[config.mk]
export PLATFORM = sky130hd
export DESIGN_NAME = branch_pc_controller
export DESIGN_NICKNAME = d
export VERILOG_FILES = /design/src/rtl/branch_pc_controller.sv
export SDC_FILE = /design/constraint.sdc
export NUM_CORES = 1
export LEC_CHECK = 0
export ABC_AREA = 1
export BUFFER_PORTS_ARGS = -buffer_cell sky130_fd_sc_hd__clkbuf_2
export CAP_MARGIN = 20
export CORE_ASPECT_RATIO = 0.6
export CORE_MARGIN = 2
export CORE_UTILIZATION = 50
export DETAILED_ROUTE_END_ITERATION = 6
export PLACE_DENSITY = 0.89
export SLEW_MARGIN = 5
export SYNTH_ARGS = -nofsm -noshare
export SYNTH_HDL_FRONTEND = slang
export SYNTH_SLANG_ARGS = --single-unit
[constraint.sdc]
create_clock -name clk -period 2 [get_ports clk]
set_clock_uncertainty 0.1 [all_clocks]
set_input_delay 0.1 -clock clk [delete_from_list [all_inputs] [get_ports clk]]
set_output_delay 0.1 -clock clk [all_outputs]
set_load 0.02 [all_outputs]
[src/rtl/branch_pc_controller.sv]
// Fetch-stage PC sequencer: owns the fetch PC, picks the next PC and flushes on EX mispredict.
// Optional macro BP_PREDICT_EN builds the direct-mapped BTB / 2-bit predictor; otherwise fetch never predicts taken.

module branch_pc_controller #(
  parameter logic [31:0] RESET_PC = 32'h0000_0000,
  parameter int          IDX_BITS = 4
) (
  input  logic        clk,
  input  logic        rst,
  input  logic        stall,
  input  logic        ex_valid,
  input  logic        ex_is_branch,
  input  logic        ex_taken,
  input  logic [31:0] ex_pc,
  input  logic [31:0] ex_target,
  input  logic        ex_pred_taken,
  input  logic [31:0] ex_pred_target,
  output logic [31:0] pc,
  output logic [1:0]  pc_src,
  output logic        pred_taken,
  output logic [31:0] pred_target,
  output logic        flush
);

  logic [31:0] pc_r;
  logic [31:0] next_pc_s;
  logic [31:0] seq_pc_s;
  logic [31:0] redirect_pc_s;
  logic        mispredict_s;
  logic        pred_taken_s;
  logic [31:0] pred_target_s;
  logic [1:0]  pc_src_s;
  logic        flush_s;

  assign seq_pc_s      = pc_r + 32'd4;
  assign redirect_pc_s = (ex_taken && ex_is_branch) ? ex_target : (ex_pc + 32'd4);
  assign mispredict_s  = ex_valid &&
                         ((ex_is_branch && ((ex_taken != ex_pred_taken) ||
                                            (ex_taken && (ex_target != ex_pred_target)))) ||
                          (!ex_is_branch && ex_pred_taken));

`ifdef BP_PREDICT_EN
  localparam int ENTRIES = 1 << IDX_BITS;
  localparam int TAG_W   = 30 - IDX_BITS;

  logic                btb_valid_r  [ENTRIES];
  logic [TAG_W-1:0]    btb_tag_r    [ENTRIES];
  logic [31:0]         btb_target_r [ENTRIES];
  logic [1:0]          btb_ctr_r    [ENTRIES];

  logic [IDX_BITS-1:0] lk_idx_s;
  logic [TAG_W-1:0]    lk_tag_s;
  logic                lk_hit_s;
  logic [IDX_BITS-1:0] up_idx_s;
  logic [TAG_W-1:0]    up_tag_s;
  logic                up_tag_match_s;
  logic                up_hit_s;

  assign lk_idx_s       = pc_r[IDX_BITS+1:2];
  assign lk_tag_s       = pc_r[31:IDX_BITS+2];
  assign lk_hit_s       = btb_valid_r[lk_idx_s] && (btb_tag_r[lk_idx_s] == lk_tag_s);
  assign up_idx_s       = ex_pc[IDX_BITS+1:2];
  assign up_tag_s       = ex_pc[31:IDX_BITS+2];
  assign up_tag_match_s = (btb_tag_r[up_idx_s] == up_tag_s);
  assign up_hit_s       = btb_valid_r[up_idx_s] && up_tag_match_s;

  // BTB lookup on the current fetch PC (sees pre-update contents)
  always_comb begin
    pred_taken_s  = 1'b0;
    pred_target_s = 32'd0;
    if (lk_hit_s) begin
      pred_taken_s  = btb_ctr_r[lk_idx_s][1];
      pred_target_s = btb_target_r[lk_idx_s];
    end else begin
      pred_taken_s  = 1'b0;
      pred_target_s = 32'd0;
    end
  end

  // BTB training from EX resolution; runs even while fetch is stalled
  always_ff @(posedge clk) begin
    if (rst) begin
      for (int i = 0; i < ENTRIES; i++) begin
        btb_valid_r[i] <= 1'b0;
        btb_ctr_r[i]   <= 2'b01;
      end
    end else if (ex_valid && ex_is_branch) begin
      if (up_hit_s) begin
        if (ex_taken) begin
          if (btb_ctr_r[up_idx_s] != 2'b11) begin
            btb_ctr_r[up_idx_s] <= btb_ctr_r[up_idx_s] + 2'd1;
          end
          btb_target_r[up_idx_s] <= ex_target;
        end else if (btb_ctr_r[up_idx_s] != 2'b00) begin
          btb_ctr_r[up_idx_s] <= btb_ctr_r[up_idx_s] - 2'd1;
        end
      end else if (ex_taken) begin
        btb_valid_r[up_idx_s]  <= 1'b1;
        btb_tag_r[up_idx_s]    <= up_tag_s;
        btb_target_r[up_idx_s] <= ex_target;
        btb_ctr_r[up_idx_s]    <= 2'b10;
      end
    end else if (ex_valid && ex_pred_taken && up_tag_match_s) begin
      // a non-branch was predicted taken: the entry is an alias, drop it
      btb_valid_r[up_idx_s] <= 1'b0;
    end
  end
`else
  assign pred_taken_s  = 1'b0;
  assign pred_target_s = 32'd0;
`endif

  // Next-PC select: reset > EX redirect > stall > predicted taken > sequential
  always_comb begin
    next_pc_s = seq_pc_s;
    pc_src_s  = 2'b00;
    flush_s   = 1'b0;
    if (rst) begin
      next_pc_s = RESET_PC;
      pc_src_s  = 2'b00;
      flush_s   = 1'b0;
    end else if (mispredict_s) begin
      next_pc_s = redirect_pc_s;
      pc_src_s  = 2'b01;
      flush_s   = 1'b1;
    end else if (stall) begin
      next_pc_s = pc_r;
      pc_src_s  = 2'b11;
      flush_s   = 1'b0;
    end else if (pred_taken_s) begin
      next_pc_s = pred_target_s;
      pc_src_s  = 2'b10;
      flush_s   = 1'b0;
    end else begin
      next_pc_s = seq_pc_s;
      pc_src_s  = 2'b00;
      flush_s   = 1'b0;
    end
  end

  // Fetch PC register
  always_ff @(posedge clk) begin
    if (rst) begin
      pc_r <= RESET_PC;
    end else begin
      pc_r <= next_pc_s;
    end
  end

  assign pc          = pc_r;
  assign pc_src      = pc_src_s;
  assign flush       = flush_s;
  assign pred_taken  = pred_taken_s;
  assign pred_target = pred_target_s;

endmodule
==> results of run 1 <==
[worst max-delay path by stage]
| stage | from | to | slack, ns | cells after the start |
|---|---|---|---|---|
| after floorplan | pc[3]$_SDFFE_PP0P_ | pc[26]$_SDFFE_PP0P_ | 0.11 | 11 |
| after global placement | pc[2]$_SDFFE_PP0P_ | pc[26]$_SDFFE_PP0P_ | 0.17 | 12 |
| after detailed placement | pc[2]$_SDFFE_PP0P_ | pc[26]$_SDFFE_PP0P_ | 0.14 | 12 |
| after CTS | pc[2]$_SDFFE_PP0P_ | pc[26]$_SDFFE_PP0P_ | 0.12 | 12 |
| after global routing | pc[2]$_SDFFE_PP0P_ | pc[26]$_SDFFE_PP0P_ | -0.009 | 12 |
| final | pc[2]$_SDFFE_PP0P_ | pc[21]$_SDFFE_PP0P_ | 0.13 | 10 |
[cells in the final DEF (no fill, tap or decap), drive strengths merged]
master    n
ha        2
nor3     12
dfxtp    32
a21oi     5
buf      35
nand3b   10
clkbuf  145
a31oi     2
nand3    61
xnor2    25
nand4    15
nor2    104
or2       8
nand2   293
inv      71
o21ai    45
a21boi    1
xor2     30
conb     33
[routing by layer]
metal	routed length [um]	GRT usage [%]	vias up
met2	5590	46.2	317
met4	147	4.47	0
li1	-	-	2657
met5	0	0	-
met1	6560	45.8	2359
met3	2150	11.4	25
[critical path: cells and delay by family, from the launching register on]
family	cells	cell delay, ns
AO/OA/AOI/OAI	1	0.14
XOR/XNOR	1	0.16
buffers and inverters	1	0.14
flip-flops	1	0.35
AND/OR/NAND/NOR	7	0.92
[cell type report]
cell class	count	area (um^2)	area share, %
multi-input combinational	646	3050	58.5
timing repair buffer	172	973	18.7
sequential	32	641	12.3
inverter	71	267	5.11
clock buffer	8	146	2.81
tap	108	135	2.59
[report_power, final]
group	internal, mW	total [mW]	switching, mW	leakage [nW]
Clock	0.496	0.767	0.272	0.0712
Sequential	0.697	0.763	0.0656	0.265
Combinational	0.340	0.914	0.574	2.33
Total	1.53	2.44	0.911	2.67
[synth_stat cells, drive strengths merged]
cell type and instances:
a21boi 1, a21oi 5, a31oi 2, buf 42, clkbuf 14, conb 1, dfxtp 32, ha 2
inv 71, nand2 293, nand3 61, nand3b 10, nand4 15, nor2 104, nor3 12, o21ai 45
or2 8, xnor2 25, xor2 30
[kinds of logic after synthesis]
logic type	share of synthesized area [%]
buffers and inverters	15.1
flip-flops	15.4
XOR/XNOR	11.6
AO/OA/AOI/OAI	6.50
adder cells (fa/ha/maj)	0.602
AND/OR/NAND/NOR	50.8
other	0.0902
==> impl_results.md, run 1 <==
- CTS Sinks: 32
- Post-DR wirelength/cell: roughly 14 um
- Yosys reg bits: 32
- Die area: 0.00909 mm^2
- Max incr delay on CP: between 0.3 and 0.4 ns
- Maxcap violations: 0
- Startpoint Class: flip-flop
- Worst Hold Launch: ex_target[25]
- Hold Path Sink: pc[25]$_SDFFE_PP0P_
- Synthesized area: around 0.0042 mm^2
- Leading post-synthesis cells by cell area: nand2_1 26%, dfxtp_1 15%, nor2_1 8.8%
- CTS tree: built
- First-pass GRT wire length: 22500 um
- Vias in the first global route: 4629
- Leakage: 2.67 nW
- Worst hold path depth: 5
- GRT overflow: 0
- Min-delay worst type: input pin to flip-flop
- Routability cong.: 1.04
- Share of cells above drive strength 1: 22.0%
- Final Setup Violations: 0
- Post-route setup slack: 0.128 ns
- Setup bufs post-CTS: 0
- Final Non-Filler Cells: ~1000
- Crit Reg-Reg Endpoint: pc[21]$_SDFFE_PP0P_
- Tot Pwr: between 2 and 2.5 mW
- Clk buf depth: 2
- Most used cell, CP: nand3_1
- Synth warn: 0
- Hold_ws: ~0.11 ns
- Initial core utilization: 52.1%
- Max stage delay cell, worst path: dfxtp_1
- Worst Path Max Fanout: 4
- Worst Path Arrival: slightly below 2 ns
- Die Ht: roughly 75 um
- Pins Over Slew Limit: 0
- Vias post-DR: roughly 5400
- Outcome: complete, no violations
- Library cells used by synthesis: 28
- Syn Inst Count: between 700 and 800
- Routed Wire Length: about 14000 um
- Global Route Usage Sum: approximately a third
- CTS resizes: 0
- Hold Buf Count CTS: 0
- Initial antenna violation count: 0
- Final instance area: 0.00521 mm^2
- Vias per std cell: 5.17
- Core area: between 0.007 and 0.008 mm^2
- H-tree levels: 2
- Synth top area share: 26.2%
- Io pins: roughly 170
- Worst-path clk slew: 0.05 ns
- Post-DRT Antenna Nets: 0
- DR pass1 iterations: 5
- Fin Setup TNS: 0 ns
- Die Wd: 122 um
- Worst VDD drop: 0.316 mV
- Final Hold Viols: 0
- Worst flop-to-flop path startpoint: pc[2]$_SDFFE_PP0P_
- Final Net Count: ~1000
- Dominant cell type by area after synthesis: nand2_1
- Syn_area_per_cell: 5.38 um^2
- Largest register FFs: 32
- Diode count: 0
- Crit path required time: approximately 2.1 ns
- Tcrit/Tclk final: 93.6%
- Fillers: approximately 810
- Final min period: 1.87 ns
- Post-DP Area: 0.00503 mm^2
- Setup crit end kind: flip-flop
- DP HPWL: 12100 um
- Initial DRC Count: 597
- Number of CTS-inserted buffers: 5
- Worst R2R Setup Slack: between 0.1 and 0.15 ns
- Drt drc: 0
- Rows: 25
- Fmax: 0.534 GHz
- PortBufs: 137
- Largest net degree at the start of global routing: 30
- R2R cell count: 10
- Clock root cell: clkbuf_16
- Seq/Total Area, Yosys: roughly 15%
- CP Class: flip-flop to flip-flop
- Area Overhead vs Synth: 25.3%
- Setup WS pre-CTS: 0.144 ns
- RSZ-0062 raised after global routing: true
- Cell Chain, Critical Path: buf_4 -> nand3_1 -> nor2_2 -> nand2_1 -> nor2_2 -> nand3_1 -> xor2_1 -> o21ai_1 -> nand3_1 -> nand2_1
- Inst Count DP: a little over 1000
- P per Cell Area: 469 mW/mm^2
- Clk_lat worst skew: 0.28 ns
- Final design utilization: 65.3%
(Power assumes the default switching activity.)
==> run 2, diff against run 1 <==
--- a/config.mk
+++ b/config.mk
@@ -13,6 +13,7 @@
 export CORE_UTILIZATION = 50
 export DETAILED_ROUTE_END_ITERATION = 6
 export PLACE_DENSITY = 0.89
+export REMOVE_ABC_BUFFERS = 1
 export SLEW_MARGIN = 5
 export SYNTH_ARGS = -nofsm -noshare
 export SYNTH_HDL_FRONTEND = slang
==> run 2 against run 1 <==
Net effect: final cell count fell by 0.39%; global-route usage up 1.3 points; sequential cell count unchanged; die area unchanged; via count rose by 0.34%; highest routed layer unchanged; final area down 0.67%; maximum frequency is 4.4% lower; utilization fell by 0.44 points; routed wire length up 3.5%; critical path depth did not move.
==> impl_results.md, run 2 (synthesized netlist as in run 1, its figures left out) <==
- Outcome: complete, no violations
- Share of cells above drive strength 1: 21.4% (-0.55 points)
- Die area: 0.00909 mm^2 (unchanged)
- Worst R2R Setup Slack: 0.04 ns (-0.09 ns)
- Tcrit/Tclk final: 97.9% (+4.3 points)
- CP Class: flip-flop to flip-flop
- Vias per std cell: 5.20 (+0.72%)
- Cell Chain, Critical Path: buf_4 -> nand3_1 -> nor2_4 -> nand2_2 -> nor2_2 -> nand3_1 -> xor2_1 -> o21ai_1 -> nand3_1 -> nand2_1
- Vias in the first global route: 4615 (-0.30%)
- Io pins: 171 (unchanged)
- H-tree levels: 2 (unchanged)
- Maxcap violations: 0 (unchanged)
- Routed Wire Length: 15000 um (+3.5%)
- PortBufs: 137 (unchanged)
- Final Hold Viols: 0 (unchanged)
- Setup bufs post-CTS: 0 (unchanged)
- Drt drc: 0 (unchanged)
- Routability cong.: 1.04 (about the same)
- Number of CTS-inserted buffers: 5 (unchanged)
- RSZ-0062 raised after global routing: true
- Clock root cell: clkbuf_16
- Global Route Usage Sum: 33.0% (+1.3 points)
- Final Net Count: 1029 (-0.39%)
- Setup crit end kind: flip-flop
- Largest net degree at the start of global routing: 31 (+3.3%)
- Max incr delay on CP: 0.36 ns (about the same)
- R2R cell count: 10 (unchanged)
- Worst VDD drop: 0.307 mV (-2.9%)
- Max stage delay cell, worst path: dfxtp_1
- Startpoint Class: flip-flop
- Fmax: 0.511 GHz (-4.4%)
- Final Setup Violations: 0 (unchanged)
- Worst Setup EP: pc[21]$_SDFFE_PP0P_
- First-pass GRT wire length: 23000 um (+2.0%)
- Multi-input gate area: 0.00304 mm^2 (-0.25%)
- CTS Sinks: 32 (unchanged)
- GRT overflow: 0 (unchanged)
- Initial DRC Count: 605 (+1.3%)
- DP HPWL: 12400 um (+2.2%)
- Min-delay worst type: input pin to flip-flop
- Post-route setup slack: 0.0424 ns (-0.0855 ns)
- Worst-path clk slew: 0.05 ns (about the same)
- Commonest non-fill, non-tap cell in the layout: nand2_1
- Hold Buf Count CTS: 0 (unchanged)
- Core area: 0.00798 mm^2 (unchanged)
- Rows: 25 (unchanged)
- Register area: 641 um^2 (unchanged)
- Post-DRT Antenna Nets: 0 (unchanged)
- Pins Over Slew Limit: 0 (unchanged)
- Worst Path Arrival: 2.09 ns (+0.10 ns)
- Setup WS pre-CTS: 0.0723 ns (-0.0713 ns)
- Diode count: 0 (unchanged)
- Vias post-DR: 5376 (+0.34%)
- Area Overhead vs Synth: 24.5%
- Initial antenna violation count: 0 (unchanged)
- Worst Setup SP: pc[3]$_SDFFE_PP0P_
- Die Wd: 122 um (unchanged)
- Clk_lat worst skew: 0.29 ns (about the same)
- Most used cell, CP: nand3_1
- DR pass1 iterations: 5 (unchanged)
- Worst Path Max Fanout: 4 (unchanged)
- Fillers: 774 (-4.2%)
- Post-DP Area: 0.00500 mm^2 (-0.60%)
- Leakage: 2.66 nW (-0.43%)
- Largest register FFs: 32 (unchanged)
- CTS tree: built
- Final min period: 1.96 ns (+0.0855 ns)
- Crit path required time: 2.13 ns (about the same)
- Die Ht: 74.6 um (unchanged)
- P per Cell Area: 477 mW/mm^2 (+1.7%)
- Post-DR wirelength/cell: 14.5 um (+3.9%)
- Clk buf depth: 2 (unchanged)
- Final instance area: 0.00518 mm^2 (-0.67%)
- Worst flop-to-flop path startpoint: pc[3]$_SDFFE_PP0P_
- Commonest non-fill, non-tap cells in the layout: 289 x nand2_1, 137 x clkbuf_2, 97 x nor2_1, 67 x inv_1, 61 x nand3_1
- Initial core utilization: 52.1% (unchanged)
- Crit Reg-Reg Endpoint: pc[21]$_SDFFE_PP0P_
[run 2: through the flow]
stage	util (%)	hold WS (ns)	cells	setup TNS (ns)	total power [mW]
final	64.9	0.0887	1033	0	2.47
after global routing	64.9	0.121	1033	-0.130	2.61
after CTS	64.5	0.0907	1033	0	2.46
after detailed placement	62.7	0.374	1025	0	1.68
after global placement	62.7	0.370	1025	0	1.66
after floorplan	-	0.159	749	-9.34	1.27
[run 2: how the worst min path moves through the flow]
stage                                   start                   to  slack [ns]  cells after the start
after global routing                      rst   pc[4]$_SDFFE_PP0P_        0.12                      4
after detailed placement             ex_pc[1]   pc[1]$_SDFFE_PP0P_        0.37                      5
after global placement    pc[23]$_SDFFE_PP0P_  pc[23]$_SDFFE_PP0P_        0.37                      2
after CTS                            ex_pc[1]   pc[1]$_SDFFE_PP0P_        0.09                      5
final                                ex_pc[1]   pc[1]$_SDFFE_PP0P_        0.09                      5
after floorplan                           rst            pc_src[1]        0.16                      1
[run 2: power breakdown]
part / switching (mW) / internal, mW
logic: 0.583 / 0.337
clock network: 0.291 / 0.490
registers: 0.0708 / 0.697
[run 2: critical path, delay by kind of cell (launching register included)]
| kind | cells | cell delay [ns] |
|---|---|---|
| AO/OA/AOI/OAI | 1 | 0.12 |
| XOR/XNOR | 1 | 0.16 |
| buffers and inverters | 1 | 0.15 |
| flip-flops | 1 | 0.36 |
| AND/OR/NAND/NOR | 7 | 1.03 |
[run 2: repair_timing]
action | 4_1_cts | 5_1_grt
endpoints found under the setup margin | 0 | 12
hold endpoints to repair | 0 | 0
resized for setup | 0 | 7
[run 2: area by class of cell]
cell class | instances | share of cell area (%)
multi-input cells | 646 | 58.8
repair buffers | 168 | 18.2
flip-flops and latches | 32 | 12.4
inverters | 71 | 5.15
clock buffers | 6 | 2.68
well taps | 108 | 2.61
clock inverters | 2 | 0.193
[run 2: per-layer routing]
metal	global-route usage [%]	part of all wire, %	wire [um]	vias to the layer above
li1	-	-	-	2647
met1	49.0	47	6950	2370
met2	48.4	39	5820	344
met3	8.86	14	2050	15
met4	5.49	0.82	123	0
met5	0	0	0	-
